File: src/rtl/dmux4_dispatch_ctrl_pkg.sv
// Shared definitions for the 4-way dispatch controller: FSM encoding,
// destination codes and the select-to-strobe decode.
package dmux4_dispatch_ctrl_pkg;

    typedef enum logic [1:0] {
        ST_IDLE  = 2'd0,
        ST_SEND  = 2'd1,
        ST_BCAST = 2'd2
    } state_e;

    localparam logic [1:0] DEST_A = 2'd0;
    localparam logic [1:0] DEST_B = 2'd1;
    localparam logic [1:0] DEST_C = 2'd2;
    localparam logic [1:0] DEST_D = 2'd3;

    function automatic logic [3:0] onehot4(input logic [1:0] idx);
        return 4'b0001 << idx;
    endfunction

endpackage

File: src/rtl/dmux4_dispatch_ctrl_dispatch_fifo.sv
// Small power-of-two FIFO holding tagged words; head is visible
// combinationally so the controller can load it on the same edge it leaves IDLE.
module dispatch_fifo #(
    parameter  int W     = 19,
    parameter  int DEPTH = 2,
    localparam int AW    = $clog2(DEPTH),
    localparam int CW    = $clog2(DEPTH + 1)
) (
    input  logic          clk,
    input  logic          rst_n,
    input  logic          push_i,
    input  logic          pop_i,
    input  logic [W-1:0]  wdata_i,
    output logic [W-1:0]  rdata_o,
    output logic [CW-1:0] count_o,
    output logic          empty_o,
    output logic          full_o
);

    logic [W-1:0]  mem_q [DEPTH];
    logic [AW-1:0] wr_ptr_q;
    logic [AW-1:0] rd_ptr_q;
    logic [CW-1:0] count_q;
    logic          push_ok;
    logic          pop_ok;

    assign full_o  = (count_q == CW'(DEPTH));
    assign empty_o = (count_q == '0);
    assign push_ok = push_i && !full_o;
    assign pop_ok  = pop_i && !empty_o;
    assign count_o = count_q;
    assign rdata_o = mem_q[rd_ptr_q];

    // Pointers wrap naturally because DEPTH is a power of two.
    always_ff @(posedge clk or negedge rst_n) begin
        if (!rst_n) begin
            wr_ptr_q <= '0;
            rd_ptr_q <= '0;
            count_q  <= '0;
        end else begin
            if (push_ok) wr_ptr_q <= wr_ptr_q + 1'b1;
            if (pop_ok)  rd_ptr_q <= rd_ptr_q + 1'b1;
            case ({push_ok, pop_ok})
                2'b10:   count_q <= count_q + CW'(1);
                2'b01:   count_q <= count_q - CW'(1);
                default: count_q <= count_q;
            endcase
        end
    end

    always_ff @(posedge clk) begin
        if (push_ok) mem_q[wr_ptr_q] <= wdata_i;
    end

endmodule

File: src/rtl/dmux4_dispatch_ctrl.sv
// Dispatch controller: pulls tagged words from the FIFO and presents them to
// one destination (tagged or round-robin) or to all four in turn.
module dmux4_dispatch_ctrl
    import dmux4_dispatch_ctrl_pkg::*;
#(
    parameter  int WIDTH = 16,
    parameter  int DEPTH = 2,
    localparam int CW    = $clog2(DEPTH + 1)
) (
    input  logic             clk,
    input  logic             rst_n,
    input  logic [WIDTH-1:0] in_data,
    input  logic [1:0]       in_dest,
    input  logic             in_bcast,
    input  logic             in_valid,
    output logic             in_ready,
    input  logic             mode_rr,
    output logic [1:0]       out_sel,
    output logic [WIDTH-1:0] out_data,
    output logic [3:0]       out_valid,
    input  logic [3:0]       out_ready,
    output logic             busy,
    output logic [CW-1:0]    fifo_count
);

    localparam int EW = WIDTH + 3;

    state_e           state_q, state_d;
    logic [1:0]       sel_q, sel_d;
    logic [1:0]       bidx_q, bidx_d;
    logic [1:0]       rr_q, rr_d;
    logic             used_rr_q, used_rr_d;
    logic [WIDTH-1:0] data_q, data_d;
    logic [EW-1:0]    head;
    logic             fifo_empty;
    logic             fifo_full;
    logic             pop;

    assign in_ready = !fifo_full;

    dispatch_fifo #(.W(EW), .DEPTH(DEPTH)) u_fifo (
        .clk     (clk),
        .rst_n   (rst_n),
        .push_i  (in_valid && in_ready),
        .pop_i   (pop),
        .wdata_i ({in_data, in_dest, in_bcast}),
        .rdata_o (head),
        .count_o (fifo_count),
        .empty_o (fifo_empty),
        .full_o  (fifo_full)
    );

    always_ff @(posedge clk or negedge rst_n) begin
        if (!rst_n) begin
            state_q   <= ST_IDLE;
            sel_q     <= DEST_A;
            bidx_q    <= 2'd0;
            rr_q      <= 2'd0;
            used_rr_q <= 1'b0;
            data_q    <= '0;
        end else begin
            state_q   <= state_d;
            sel_q     <= sel_d;
            bidx_q    <= bidx_d;
            rr_q      <= rr_d;
            used_rr_q <= used_rr_d;
            data_q    <= data_d;
        end
    end

    always_comb begin
        state_d   = state_q;
        sel_d     = sel_q;
        bidx_d    = bidx_q;
        rr_d      = rr_q;
        used_rr_d = used_rr_q;
        data_d    = data_q;
        pop       = 1'b0;
        case (state_q)
            ST_IDLE: begin
                if (!fifo_empty) begin
                    data_d = head[EW-1:3];
                    if (head[0]) begin
                        state_d   = ST_BCAST;
                        bidx_d    = 2'd0;
                        sel_d     = DEST_A;
                        used_rr_d = 1'b0;
                    end else begin
                        state_d   = ST_SEND;
                        used_rr_d = mode_rr;
                        sel_d     = mode_rr ? rr_q : head[2:1];
                    end
                end
            end
            ST_SEND: begin
                if (out_ready[sel_q]) begin
                    pop     = 1'b1;
                    state_d = ST_IDLE;
                    if (used_rr_q) rr_d = rr_q + 2'd1;
                end
            end
            ST_BCAST: begin
                if (out_ready[bidx_q]) begin
                    if (bidx_q == 2'd3) begin
                        pop     = 1'b1;
                        state_d = ST_IDLE;
                    end else begin
                        bidx_d = bidx_q + 2'd1;
                        sel_d  = bidx_q + 2'd1;
                    end
                end
            end
            default: state_d = ST_IDLE;
        endcase
    end

    always_comb begin
        out_valid = 4'b0000;
        case (state_q)
            ST_SEND:  out_valid = onehot4(sel_q);
            ST_BCAST: out_valid = onehot4(bidx_q);
            default:  out_valid = 4'b0000;
        endcase
        out_sel  = sel_q;
        out_data = data_q;
        busy     = (state_q != ST_IDLE) || (fifo_count != '0);
    end

endmodule

File: config.mk
export PLATFORM = sky130hd
export DESIGN_NAME = dmux4_dispatch_ctrl
export DESIGN_NICKNAME = d
export VERILOG_FILES = /design/src/rtl/dmux4_dispatch_ctrl_pkg.sv /design/src/rtl/dmux4_dispatch_ctrl_dispatch_fifo.sv /design/src/rtl/dmux4_dispatch_ctrl.sv
export SDC_FILE = /design/constraint.sdc
export NUM_CORES = 1
export LEC_CHECK = 0
export BUFFER_PORTS_ARGS = -buffer_cell sky130_fd_sc_hd__buf_2
export CORE_AREA = 5 5 72 90
export CTS_CLUSTER_SIZE = 12
export DETAILED_ROUTE_END_ITERATION = 10
export DIE_AREA = 0 0 77 95
export GPL_TIMING_DRIVEN = 0
export PLACE_DENSITY_LB_ADDON = 0.05
export SLEW_MARGIN = 20
export SYNTH_ARGS = -nofsm -noshare
export SYNTH_HDL_FRONTEND = slang
export SYNTH_HIERARCHICAL = 1
export SYNTH_SLANG_ARGS = --single-unit
File: constraint.sdc
create_clock -name clk -period 2.75 [get_ports clk]
set_input_delay 0.1375 -clock clk [delete_from_list [all_inputs] [get_ports clk]]
set_output_delay 0.1375 -clock clk [all_outputs]
set_load 0.005 [all_outputs]
Word level (Yosys, flattened, before mapping). Memories as Yosys holds them, arrays and structs flattened. Index checks and enable logic that the tools add are counted.

Flip-flop bits (word level): 29. Output and inout bits: 26. Logic and storage cells: 78. RAM bits: 38. Input port bits: 27. Memories kept: 1.

Memories: u_fifo.mem_q (depth 2, width 19, rd ports 1, clocked after memory_dff 0, wr ports 1, RTL line dmux4_dispatch_ctrl_dispatch_fifo.sv:20) `logic [W-1:0] mem_q [DEPTH];`.

Bitwise operators: 1. Shift-type cells: 2. $lt $le $gt $ge: 2. Equal/unequal tests: 12. Reduce and logical (&&, ||, !) cells: 17. Add/subtract/negate cells: 6. Mux-type cells: 28.

Operators with widths (count): $mux W2 (12); $ne A2 B2 Y1 const B (6); $pmux W2 S2 (3); $eq A2 B2 Y1 const B (4); $mux W1 (8); $pmux W4 S2 (1); $reduce_and A4 Y1 (2); $reduce_bool A2 Y1 (4); $shl A1 B2 Y4 const A (2); $add A2 B1 Y2 const B (3); $lt A2 B3 Y1 const B (2); $pmux W2 S3 (1); $reduce_and A5 Y1 (1); $bmux W1 S2 (2); $eq A2 B1 Y1 const B (2); $logic_not A2 Y1 (2); $logic_and A1 B1 Y1 (3); $reduce_and A3 Y1 (1); $add A1 B1 Y1 const B (2); $logic_not A1 Y1 (2); $pmux W1 S2 (1); $reduce_and A2 Y1 (1); $sub A2 B1 Y2 const B (1); $logic_or A1 B1 Y1 (1); $not A1 Y1 (1).

Longest topological paths before layout. Gate-level depths: netlist of the first run.

Depth in word-level cells: 7. Gate-level depth with buffers: 11. Depth with buffers taken out: 10.

Modules after synthesis. Netlist of the first run, hierarchy kept.

By module, submodules not included: dispatch_fifo (instances 1, cells an instance 77, area an instance 1561.5 µm², sequential area each 1241.2 µm²); dmux4_dispatch_ctrl (instances 1, cells an instance 120, area an instance 1363.8 µm², sequential area each 625.6 µm²).

Least setup slack after synthesis of the first run. OpenSTA, ideal clock, no wires.

Path type: register to register. From: register sel_q[0] (netlist: out_sel[0]). To: register u_fifo.count_q[1] (netlist: u_fifo/count_o[1]). Clock period less this slack: 2.120 ns. Buffers on the path: 0. Slack: 0.630 ns. Arrival: 2.041 ns. Required time: 2.671 ns. Library setup time: 0.079 ns. Stages on the path, launching flop included: 9. Cells stage by stage: dfrtp_1 -> mux4_2 -> and2_1 -> a31oi_1 -> nor2b_1 -> nor2b_2 -> ha_1 -> nor2_1 -> xor2_1.

Longest elaborated chain between the ends: 7. Elaborated cells on any way between the ends: 9. Classes of those cells: eq/ne (2); mux (5); reduce/logical (2).

Ends and longest elaborated chain: from (decl) (RTL line dmux4_dispatch_ctrl.sv:29) `logic [1:0] sel_q, sel_d;`; from (signal assigned) (RTL line dmux4_dispatch_ctrl.sv:63) `sel_q <= sel_d;`; $bmux W1 S2 * (RTL line dmux4_dispatch_ctrl.sv:96) `if (out_ready[sel_q]) begin`; $mux W1 (implied by the code) * (RTL line dmux4_dispatch_ctrl.sv:96); $mux W1 * (RTL line dmux4_dispatch_ctrl.sv:96); $pmux W1 S2 * (RTL line dmux4_dispatch_ctrl.sv:79) `case (state_q)`; net pop (RTL line dmux4_dispatch_ctrl.sv:37) `logic pop;`; $logic_and A1 B1 Y1 * (RTL line dmux4_dispatch_ctrl_dispatch_fifo.sv:30) `assign pop_ok = pop_i && !empty_o;`; net u_fifo.pop_ok (RTL line dmux4_dispatch_ctrl_dispatch_fifo.sv:25) `logic pop_ok;`; $eq A2 B1 Y1 / $eq A2 B2 Y1 (equally long branches) (RTL line dmux4_dispatch_ctrl_dispatch_fifo.sv:43) `case ({push_ok, pop_ok})`; $pmux W2 S2 / $reduce_bool A2 Y1 (equally long branches); to (signal assigned) (RTL line dmux4_dispatch_ctrl_dispatch_fifo.sv:44) `2'b10: count_q <= count_q + CW'(1);`; to (signal assigned) (RTL line dmux4_dispatch_ctrl_dispatch_fifo.sv:45) `2'b01: count_q <= count_q - CW'(1);`; to (signal assigned) (RTL line dmux4_dispatch_ctrl_dispatch_fifo.sv:46) `default: count_q <= count_q;`; to (decl) (RTL line dmux4_dispatch_ctrl_dispatch_fifo.sv:23) `logic [CW-1:0] count_q;`.

The timed path passes the listed nets; every way through them passes the cells marked *. The select of a mux whose other input is x is not followed. A chain may end at the register's enable or synchronous reset.

Worst setup path after layout of the first run.
From: register state_q[0]. To: register u_fifo.count_q[1] (netlist: u_fifo/count_o[1]).

Longest elaborated chain between the ends: 5. Elaborated cells on any way between the ends: 8. Classes of those cells: eq/ne (4); mux (2); reduce/logical (2).

Ends and longest elaborated chain: from (decl) (RTL line dmux4_dispatch_ctrl.sv:28) `state_e state_q, state_d;`; from (signal assigned) (RTL line dmux4_dispatch_ctrl.sv:62) `state_q <= state_d;`; $eq A2 B2 Y1 / $eq A2 B1 Y1 (equally long branches) (RTL line dmux4_dispatch_ctrl.sv:79); $pmux W1 S2 * (RTL line dmux4_dispatch_ctrl.sv:79); net pop (RTL line dmux4_dispatch_ctrl.sv:37); $logic_and A1 B1 Y1 * (RTL line dmux4_dispatch_ctrl_dispatch_fifo.sv:30); net u_fifo.pop_ok (RTL line dmux4_dispatch_ctrl_dispatch_fifo.sv:25); $eq A2 B1 Y1 / $eq A2 B2 Y1 (equally long branches) (RTL line dmux4_dispatch_ctrl_dispatch_fifo.sv:43); $pmux W2 S2 / $reduce_bool A2 Y1 (equally long branches).

The timed path passes the listed nets; every way through them passes the cells marked *.

==> results of run 1 <==
-- state kept, by name, summed over array words and instances, names as in the netlist --
name	cells
bidx_q	2
used_rr_q	1
rr_q	2
u_fifo/wr_ptr_q	1
state_q	2
out_sel	2
out_data	16
u_fifo/rd_ptr_q	1
u_fifo/count_o	2
u_fifo/mem_q	38
-- placed cells by master (no fill, tap or decap), types with 3 or more instances in the layout --
master / netlist / routed
buf_6: 2 / 3
nor2_1: 8 / 7
nand2b_1: 6 / 6
nor2b_1: 5 / 5
nand2_1: 8 / 8
nand3_1: 5 / 5
inv_1: 8 / 8
dlygate4sd3_1: 0 / 20
xnor2_1: 5 / 5
o311ai_1: 3 / 3
buf_2: 5 / 57
mux2_2: 29 / 29
clkbuf_8: 0 / 10
a22oi_1: 3 / 3
edfxtp_1: 38 / 38
clkbuf_1: 2 / 5
o21ai_0: 3 / 3
mux2_1: 8 / 8
dfrtp_1: 29 / 29
ha_1: 6 / 6
and2_1: 4 / 4
-- worst register-to-register path, delay by kind of cell, from the launching register on --
kind                     cells  cell delay, ns
buffers and inverters        3            0.71
AND/OR/NAND/NOR              3            0.51
AO/OA/AOI/OAI                1            0.13
XOR/XNOR                     1            0.15
flip-flops                   1            0.38
adder cells (fa/ha/maj)      2            0.44
-- worst max path at each step --
| stage | startpoint | end | slack (ns) | cells after the start |
|---|---|---|---|---|
| finish | state_q[0]$_DFFE_PN0P_ | u_fifo/count_o[1]$_DFFE_PN0P_ | 0.36 | 10 |
| global route | state_q[0]$_DFFE_PN0P_ | u_fifo/count_o[1]$_DFFE_PN0P_ | 0.14 | 10 |
| CTS | state_q[0]$_DFFE_PN0P_ | u_fifo/count_o[1]$_DFFE_PN0P_ | 0.39 | 10 |
| detailed placement | out_sel[0]$_DFFE_PN0P_ | u_fifo/count_o[1]$_DFFE_PN0P_ | 0.42 | 8 |
| global placement | u_fifo/count_o[0]$_DFFE_PN0P_ | u_fifo/mem_q[0][10]$_DFFE_PP_ | 0.02 | 5 |
| floorplan | out_sel[0]$_DFFE_PN0P_ | u_fifo/count_o[1]$_DFFE_PN0P_ | 0.63 | 8 |
-- metal layers --
layer	wire, um	up-vias	track usage, %
met1	2200	876	18.1
li1	-	886	-
met3	257	10	4.68
met4	99	0	7.59
met5	0	-	0
met2	2870	42	29.0
-- through the flow --
| step | hold WS (ns) | worst slack (ns) | std cells |
|---|---|---|---|
| 2_1_floorplan | -0.158 | 0.630 | 197 |
| 3_3_place_gp | 0.228 | 0.0206 | 315 |
| 3_5_place_dp | 0.233 | 0.419 | 316 |
| 4_1_cts | 0.0954 | 0.393 | 352 |
| 5_1_grt | 0.132 | 0.137 | 352 |
| 6_report | 0.0995 | 0.362 | 352 |
-- power by group through the flow --
stage          Clock [mW]  Sequential [mW]  Combinational (mW)
2_1_floorplan           0             1.61                1.03
3_3_place_gp            0             1.61                1.48
3_5_place_dp            0             1.62                1.51
4_1_cts             0.794             1.60                1.54
5_1_grt             0.845             1.64                1.68
6_report            0.776             1.60                1.51
-- final cells by class --
type	count	area, um2
fillers	443	1950
flip-flops and latches	67	1870
multi-input cells	112	968
repair buffers	73	472
clock buffers	13	149
well taps	66	82.6
plain buffers	10	62.6
clock inverters	3	40.0
inverters	8	30.0
-- cell families (layout without fill, tap and decap cells) --
logic type / after synthesis / after routing / share of synthesized area [%]
flip-flops: 67 / 67 / 63.8
AO/OA/AOI/OAI: 17 / 17 / 4.49
XOR/XNOR: 7 / 7 / 2.10
adder cells (fa/ha/maj): 6 / 6 / 2.57
multiplexers: 41 / 41 / 16.5
buffers and inverters: 18 / 107 / 3.17
AND/OR/NAND/NOR: 41 / 41 / 7.40
-- repair_timing --
action | in CTS | in global routing
gates resized for setup | 0 | 0
hold buffers | 20 | 0
endpoints found under the hold margin | 67 | 0
==> impl_results.md, run 1 <==
- Drt total wl: roughly 5.4 mm
- Die area: approximately 0.0073 mm2
- Max-cap check violation count: 0
- Largest net degree at the start of global routing: 30
- Min Tclk post-route: ~2.4 ns
- Switch share: between 30% and 40%
- Hold Path Cell Cnt: 3
- CTS Buf Count: 9
- Post-Layout Inst Area: 0.00367 mm2
- Top cell family by delay on the critical path: buffers and inverters
- Cell row count: 31
- Top post-synthesis cells by count: 38 x edfxtp_1, 29 x dfrtp_1, 29 x mux2_2
- GRT overflow: 0
- R2R depth: 10
- PortBufs: 52
- Largest area contributor in the netlist: edfxtp_1
- Syn Nets: between 200 and 250
- Worst flop-to-flop path startpoint: state_q[0]$_DFFE_PN0P_
- NetSw: 1.24 mW
- Die Span X: a little under 80 um
- Slowest-stage cell, CP: dfrtp_1
- F_max: 0.419 GHz
- Critical path startpoint category: register
- Peak VDD IR: between 0.0005 and 0.0006 V
- WHS Endpoint: used_rr_q$_DFFE_PN0P_
- Clk network pwr share: about 20%
- Root buf cell: clkbuf_8
- Gate power share: 38.9%
- Ys flop type: edfxtp_1
- Post-Syn Instances: 197
- Status: finished, final reports clean
- Antenna Violating Nets Remaining: 0
- Placed inst area: 0.00328 mm2
- Worst slew margin relative to its limit: 34.3%
- Initial Util: 52.0%
- Initial antenna violation count: 0
- Via count: 1814
- Worst skew pair latency: between 0.3 and 0.4 ns
- Hold Vio Cnt, Final: 0
- R2r setup slk: between 0.3 and 0.4 ns
- Hold crit path type: primary input to register
- DR iter-0 viols: 79
- Clock transition at path regs: 0.07 ns
- Max incr delay on CP: ~0.38 ns
- Post-synth ARST share: approximately 43%
- Yosys cell types: 34
- HP Start: mode_rr
- Sequential share of power: approximately two fifths
- Arrival time at the worst endpoint: between 2 and 3 ns
- H-tree Lvls: 3
- Synthesized area: around 0.0029 mm2
- Layout Utilization: around two thirds
- Avg WL per Cell: 15.4 um
- GP Congestion: between 0.7 and 0.8
- CP required: about 3.0 ns
- Chip Height: around 95 um
- N_diodes: 0
- Crit path max fanout: 10
- Setup TNS: 0 ns
- Seq/Total Area, Yosys: 63.8%
- Top post-synthesis cells by area: edfxtp_1 39%, dfrtp_1 25%, mux2_2 11%
- Cell with the most instances after synthesis: edfxtp_1
- Layout cells sized above 1: 38.1%
- Worst slew pin tran: about 0.99 ns
- Layout area overhead: 25.5%
- RSZ-0062 raised after global routing: no
- HPWL Detailed: roughly 3.7 mm
- Vias in the first global route: just under 2000
- IO Pins: 53
- Core Box Area: roughly 0.0056 mm2
- Cell mode on critical path: ha_1
- Post-synth EDFFs: 38
- Slew Viols, Final: 0
- Setup bufs post-CTS: 0
- Crit path buf inv count: 3
- Sink Count: 67
- Final net count: between 300 and 400
- Clk buf depth: 2
- Total power: 3.89 mW
- P per Cell Area: 1060 mW/mm2
- DRC Markers: 0
- Gr usage total: between 10% and 20%
- Pleak: about 1.5 nW
- Yosys warnings: 6
- First-pass GRT wire length: roughly 9 mm
- Final Setup Violations: 0
- WS Path Type: register to register
- CP endpoint kind: register
- Cell-internal power: ~2.6 mW
- Fin crit share: 86.8%
- Synth Register Bits: 67
- First-pass detailed-route iteration total: 4
- Post-Route Skew: roughly 0.0083 ns
- Worst path cell trace: inv_1 -> ha_1 -> clkbuf_1 -> buf_2 -> a31oi_1 -> nor2b_1 -> nor2b_2 -> ha_1 -> nor2_1 -> xor2_1
- Mapped Avg Cell Area: between 10 and 15 um2
- CTS tree: yes
- R2R Path End: u_fifo/count_o[1]$_DFFE_PN0P_
- Post-synth top area share: 39.0%
- DR vias/cell: ~5
Power figures use the tool's default switching activity.
==> run 2, diff against run 1 <==
--- a/config.mk
+++ b/config.mk
@@ -12,6 +12,7 @@
 export DIE_AREA = 0 0 77 95
 export GPL_TIMING_DRIVEN = 0
 export PLACE_DENSITY_LB_ADDON = 0.05
+export RECOVER_POWER = 25
 export SLEW_MARGIN = 20
 export SYNTH_ARGS = -nofsm -noshare
 export SYNTH_HDL_FRONTEND = slang
==> run 2 against run 1 <==
Against the previous run:
- first-iteration DRC count up 14%
- core utilization shrank 0.31 points
- worst setup slack worse by 0.00095 ns
- the run now ends with capacitance limit, slew limit left
- flip-flop and latch count unchanged
- clock-buffer cell count is the same
- clock power hardly changed
- via count up 0.17%
- sequential share of layout area grew 0.24 points
- register-to-register slack about the same
==> impl_results.md, run 2 (synthesis gave the netlist of run 1 again) <==
- Status: finished, violations left
- Failing checks: capacitance limit, slew limit
- CTS Buf Count: 9
- First-pass detailed-route iteration total: 4
- Fin Hold WS: 0.101 ns
- Core Box Area: around 0.0056 mm2
- N_diodes: 0
- Final net count: between 300 and 400
- Slew Viols, Final: 30
- Clock transition at path regs: 0.07 ns
- Placed cells: between 300 and 400
- GRT overflow: 0
- Avg WL per Cell: around 15 um
- Initial antenna violation count: 0
- Highest-count cells in the layout ignoring fill and taps: 43 x buf_2, 38 x edfxtp_1, 29 x mux2_2, 29 x dfrtp_1, 20 x dlygate4sd3_1
- DR vias/cell: about 5.2
- Vias in the first global route: 1942
- Worst slew margin relative to its limit: -12.6%
- Final Setup Violations: 0
- CP endpoint kind: register
- First-pass GRT wire length: about 9 mm
- P per Cell Area: about 1100 mW/mm2
- R2R Path End: u_fifo/count_o[1]$_DFFE_PN0P_
- Setup TNS: 0 ns
- Peak VDD IR: 0.000520 V
- Worst slew pin tran: ~1.7 ns
- Sink Count: 67
- Final WS setup: approximately 0.36 ns
- Most common cell after layout, fill and taps aside: buf_2
- Root buf cell: clkbuf_8
- Via count: around 1800
- Cell row count: 31
- Max-cap check violation count: 1
- Filler cell count: 454
- WS Path Type: register to register
- IO Pins: 53
- GP Congestion: ~0.77
- Chip Height: roughly 95 um
- Multi-input logic area: 968 um2
- Clk buf depth: 2
- PortBufs: 52
- Critical path startpoint category: register
- R2R depth: 10
- Antenna Violating Nets Remaining: 0
- Die area: ~0.0073 mm2
- Hold Vio Cnt, Final: 0
- Pre-CTS WS: approximately 0.42 ns
- Die Span X: ~77 um
- Post-Layout Inst Area: around 0.0037 mm2
- DRC Markers: 0
- Layout cells sized above 1: around 33%
- Finished Layout Cells: between 300 and 400
- Max reg flops: 38
- Min Tclk post-route: 2.39 ns
- Fin crit share: 86.9%
- Placed inst area: approximately 0.0033 mm2
- Post-Route Skew: 0.00804 ns
- Post-CTS Hold Buffers: 20
- DR iter-0 viols: 90
- Sequential standard cell area: about 0.0019 mm2
- Layout area overhead: 24.9%
- Critical Path Start: state_q[0]$_DFFE_PN0P_
- CTS tree: yes
- HPWL Detailed: 3.72 mm
- Gr usage total: around 16%
- Pleak: around 1.5 nW
- Setup bufs post-CTS: 0
- Hold crit path type: primary input to register
- Initial Util: a little over half
- Drt total wl: 5.43 mm
- End of the critical path: u_fifo/count_o[1]$_DFFE_PN0P_
- Worst skew pair latency: between 0.3 and 0.4 ns
- CP required: approximately 3 ns
- Worst flop-to-flop path startpoint: state_q[0]$_DFFE_PN0P_
- H-tree Lvls: 3
- R2r setup slk: about 0.36 ns
- PostCTS Resize Cnt: 0
- Crit path max fanout: 10
- F_max: 0.419 GHz
- Arrival time at the worst endpoint: 2.64 ns
- RSZ-0062 raised after global routing: no
- Largest Register: u_fifo/mem_q
- Largest net degree at the start of global routing: 30
==> run 2: worst min-delay path by stage <==
stage,startpoint,endpoint,slack (ns),depth (start not counted)
3_3_place_gp,rst_n,out_data[1]$_DFFE_PN0P_,0.23,1
2_1_floorplan,rst_n,bidx_q[0]$_DFFE_PN0P_,-0.16,0
3_5_place_dp,rst_n,out_data[1]$_DFFE_PN0P_,0.23,1
6_report,mode_rr,used_rr_q$_DFFE_PN0P_,0.10,3
4_1_cts,mode_rr,used_rr_q$_DFFE_PN0P_,0.1,3
5_1_grt,mode_rr,used_rr_q$_DFFE_PN0P_,0.13,3
==> run 2: metrics by stage <==
stage / power [mW] / utilization, %
2_1_floorplan: 2.64 / -
3_3_place_gp: 3.09 / 58.1
3_5_place_dp: 3.13 / 58.4
4_1_cts: 3.94 / 65.3
5_1_grt: 4.17 / 65.0
6_report: 3.88 / 65.0
==> run 2: per-layer routing <==
metal	vias up	global-route usage, %	share of wire [%]
met5	-	0	0
met4	0	7.59	1.4
met3	8	4.68	4.9
met2	43	29.0	53
met1	881	18.1	40
li1	885	-	-
==> run 2: layout make-up <==
cell class	instances	area share, %
flip-flops and latches	67	51.1
plain buffers	10	1.71
clock buffers	13	4.08
multi-input cells	112	26.5
repair buffers	73	12.4
well taps	66	2.26
inverters	8	0.822
clock inverters	3	1.10
==> run 2: worst max-delay path, cell delays in order (launching register included) <==
cell      delay [ns]
dfrtp_1         0.38
inv_1           0.10
ha_1            0.15
clkbuf_1        0.32
buf_2           0.29
a31oi_1         0.13
nor2b_1         0.13
nor2b_2         0.24
ha_1            0.29
nor2_1          0.14
xor2_1          0.15
==> run 2: power breakdown <==
part           internal [mW]  switching, mW  leakage [nW]  total (mW)
registers               1.44          0.160         0.702        1.60
logic                  0.763          0.747         0.685        1.51
clock network          0.442          0.334        0.0974       0.776
total                   2.64           1.24          1.48        3.88
==> run 3, diff against run 2 <==
--- a/config.mk
+++ b/config.mk
@@ -5,16 +5,18 @@
 export SDC_FILE = /design/constraint.sdc
 export NUM_CORES = 1
 export LEC_CHECK = 0
+export ABC_AREA = 1
 export BUFFER_PORTS_ARGS = -buffer_cell sky130_fd_sc_hd__buf_2
-export CORE_AREA = 5 5 72 90
+export CORE_AREA = 5 5 72 91
 export CTS_CLUSTER_SIZE = 12
 export DETAILED_ROUTE_END_ITERATION = 10
-export DIE_AREA = 0 0 77 95
+export DIE_AREA = 0 0 77 96
 export GPL_TIMING_DRIVEN = 0
-export PLACE_DENSITY_LB_ADDON = 0.05
+export PLACE_DENSITY = 0.77
 export RECOVER_POWER = 25
 export SLEW_MARGIN = 20
 export SYNTH_ARGS = -nofsm -noshare
 export SYNTH_HDL_FRONTEND = slang
 export SYNTH_HIERARCHICAL = 1
 export SYNTH_SLANG_ARGS = --single-unit
+export TNS_END_PERCENT = 30
==> run 3 against run 2 <==
Against the previous run:
- critical endpoint is now u_fifo/mem_q[0][4]$_DFFE_PP_
- critical path type unchanged
- register-to-register slack improved by 0.42 ns
- the flow still finishes with violations (capacitance limit, slew limit)
- clock-buffer cell count unchanged
- fmax increased by 21%
==> impl_results.md, run 3 <==
- Status: finished, violations left
- Failing checks: capacitance limit, slew limit
- Mapped Avg Cell Area: 9.43 um2
- Worst flop-to-flop path startpoint: u_fifo/count_o[1]$_DFFE_PN0P_
- Synth Register Bits: 67
- Final net count: 432
- Clock transition at path regs: roughly 0.070 ns
- Cell row count: 31
- Die Span X: ~77 um
- Seq/Total Area, Yosys: roughly 63%
- Crit path buf inv count: 2
- Cell with the most instances after synthesis: nand2_1
- Synthesized area: 0.00297 mm2
- HP Start: mode_rr
- Worst slew margin relative to its limit: -5.30%
- Finished Layout Cells: 469
- PortBufs: 52
- Post-synth ARST share: between 40% and 50%
- Sink Count: between 60 and 70
- Hold Path Cell Cnt: 3
- Met1 usage: between 15 and 20%
- Largest area contributor in the netlist: edfxtp_1
- Top post-synthesis cells by count: 155 x nand2_1, 38 x edfxtp_1, 29 x dfrtp_1
- Die area: roughly 0.0074 mm2
- First-pass detailed-route iteration total: 4
- Gr busiest metal: met2
- Avg WL per Cell: 12.9 um
- H-tree Lvls: 3
- RSZ-0062 raised after global routing: no
- Slowest-stage cell, CP: inv_1
- First-pass GRT wire length: slightly below 10 mm
- WS Path Type: register to register
- Placed cells: 434
- Slew Viols, Final: 30
- Layout area overhead: 24.2%
- Pleak: 1.81 nW
- Min Tclk post-route: ~2.0 ns
- Top post-synthesis cells by area: edfxtp_1 38%, dfrtp_1 24%, nand2_1 20%
- Post-Route Skew: 0.0125 ns
- WHS Endpoint: used_rr_q$_DFFE_PN0P_
- F_max: ~0.51 GHz
- Crit path max fanout: 19
- Post-synth top area share: between 30 and 40%
- Ys flop type: edfxtp_1
- CTS tree: yes
- Max-cap check violation count: 1
- Cell mode on critical path: inv_1
- Layout Utilization: roughly two thirds
- Peak VDD IR: between 0.0006 and 0.0007 V
- R2r setup slk: 0.78 ns
- Largest net degree at the start of global routing: 30
- Core Box Area: approximately 0.0056 mm2
- PostCTS Resize Cnt: 0
- Arrival time at the worst endpoint: about 1.9 ns
- Sequential standard cell area: ~0.0019 mm2
- Critical path startpoint category: register
- Root buf cell: clkbuf_8
- Setup TNS: 0 ns
- DR vias/cell: ~4.9
- Gr usage total: 17.5%
- Antenna Violating Nets Remaining: 0
- Most common cell after layout, fill and taps aside: nand2_1
- Final Setup Violations: 0
- Chip Height: ~96 um
- Filler cell count: between 400 and 500
- Max reg flops: 38
- Clk buf depth: 2
- Fin Hold WS: 0.122 ns
- Vias in the first global route: around 2200
- Drt total wl: between 6 and 7 mm
- Worst skew pair latency: between 0.3 and 0.4 ns
- Yosys cell types: 23
- Multi-input logic area: around 940 um2
- Total power: about 3.9 mW
- GRT overflow: 0
- Hold crit path type: primary input to register
- GP Congestion: approximately 0.84
- Syn Nets: 348
- M2 GR Usage: approximately a third
- Top cell family by delay on the critical path: buffers and inverters
- P per Cell Area: between 1000 and 1500 mW/mm2
- Yosys warnings: 6
- R2R Path End: u_fifo/mem_q[0][4]$_DFFE_PP_
- Met3 Use GR: slightly below 5%
- CP endpoint kind: register
- Initial antenna violation count: 0
- N_diodes: 0
- Post-synth EDFFs: 38
- CP required: between 2 and 3 ns
- Max incr delay on CP: approximately 0.62 ns
- Initial Util: 52.8%
- Largest Register: u_fifo/mem_q
- Fin crit share: between 70% and 80%
- DRC Markers: 0
- Via count: 2288
- Post-Syn Instances: between 300 and 400
- CTS Buf Count: 9
- Layout cells sized above 1: a little under a fifth
- Worst slew pin tran: around 1.6 ns
- Highest-count cells in the layout ignoring fill and taps: 155 x nand2_1, 41 x buf_2, 38 x edfxtp_1, 29 x dfrtp_1, 24 x inv_1
- Hold Vio Cnt, Final: 0
- HPWL Detailed: 4.11 mm
- R2R depth: 5
- DR iter-0 viols: roughly 110
- IO Pins: 53
- Worst path cell trace: inv_1 -> nor2_2 -> nor2_1 -> nand3_1 -> inv_1
[run 3: cell types whose count changed in the layout (fill, tap and decap cells not counted), sizes merged, moves of 4 or more]
cell | previous run | this run
inv | 8 | 30
mux2 | 37 | 0
nand2 | 8 | 159
nand2b | 6 | 0
nand3 | 5 | 10
nand4 | 0 | 7
nor2 | 8 | 16
nor2b | 6 | 0
o21ai | 3 | 7
[run 3: per-layer routing]
layer / vias to the layer above / wire, um / share of wire (%)
met4: 0 / 167 / 2.8
met5: - / 0 / 0
li1: 1167 / - / -
met3: 19 / 310 / 5.1
met2: 63 / 3190 / 53
met1: 1039 / 2390 / 39
[run 3: cell families after synthesis]
logic type	share of synthesized area [%]
xor+xnor	0.590
buf+inv	5.48
simple gates	26.3
compound gates	2.28
flops	62.9
fa+ha+maj	2.53
[run 3: layout make-up]
type / count / share of cell area (%)
Multi-Input combinational cell: 211 / 25.5
Tap cell: 66 / 2.24
Sequential cell: 67 / 50.6
Inverter: 30 / 3.05
Clock inverter: 2 / 0.271
Timing Repair Buffer: 73 / 12.3
Clock buffer: 13 / 4.61
Buffer: 7 / 1.36
[run 3: power by group]
part | internal, mW | switching (mW)
combinational | 0.590 | 0.988
clock | 0.399 | 0.338
sequential | 1.43 | 0.183
total | 2.42 | 1.51
[run 3: worst min-delay path, cell delays in order]
cell and delay (ns):
buf_2 0.13, nand2_1 0.06, o21ai_0 0.07
[run 3: worst max-delay path by stage]
| stage | startpoint | endpoint | slack [ns] | cells after the start |
|---|---|---|---|---|
| 2_1_floorplan | u_fifo/count_o[1]$_DFFE_PN0P_ | u_fifo/mem_q[1][0]$_DFFE_PP_ | 0.68 | 5 |
| 3_3_place_gp | u_fifo/count_o[1]$_DFFE_PN0P_ | u_fifo/mem_q[1][18]$_DFFE_PP_ | 0.19 | 5 |
| 3_5_place_dp | u_fifo/count_o[1]$_DFFE_PN0P_ | u_fifo/mem_q[1][8]$_DFFE_PP_ | 0.79 | 6 |
| 4_1_cts | u_fifo/count_o[1]$_DFFE_PN0P_ | u_fifo/mem_q[1][9]$_DFFE_PP_ | 0.77 | 6 |
| 5_1_grt | out_sel[0]$_DFFE_PN0P_ | u_fifo/count_o[1]$_DFFE_PN0P_ | 0.61 | 13 |
| 6_report | u_fifo/count_o[1]$_DFFE_PN0P_ | u_fifo/mem_q[0][4]$_DFFE_PP_ | 0.78 | 5 |
[run 3: repair_timing]
item / CTS / global route
hold buffers: 20 / 0
hold endpoints to repair: 67 / 0
setup buffers: 0 / 0
[run 3: metrics by stage]
step / setup slack (ns) / instance area [um2]
after floorplan: 0.679 / 2970
after global placement: 0.192 / 3310
after detailed placement: 0.786 / 3330
after CTS: 0.770 / 3710
after global routing: 0.606 / 3690
final: 0.777 / 3690
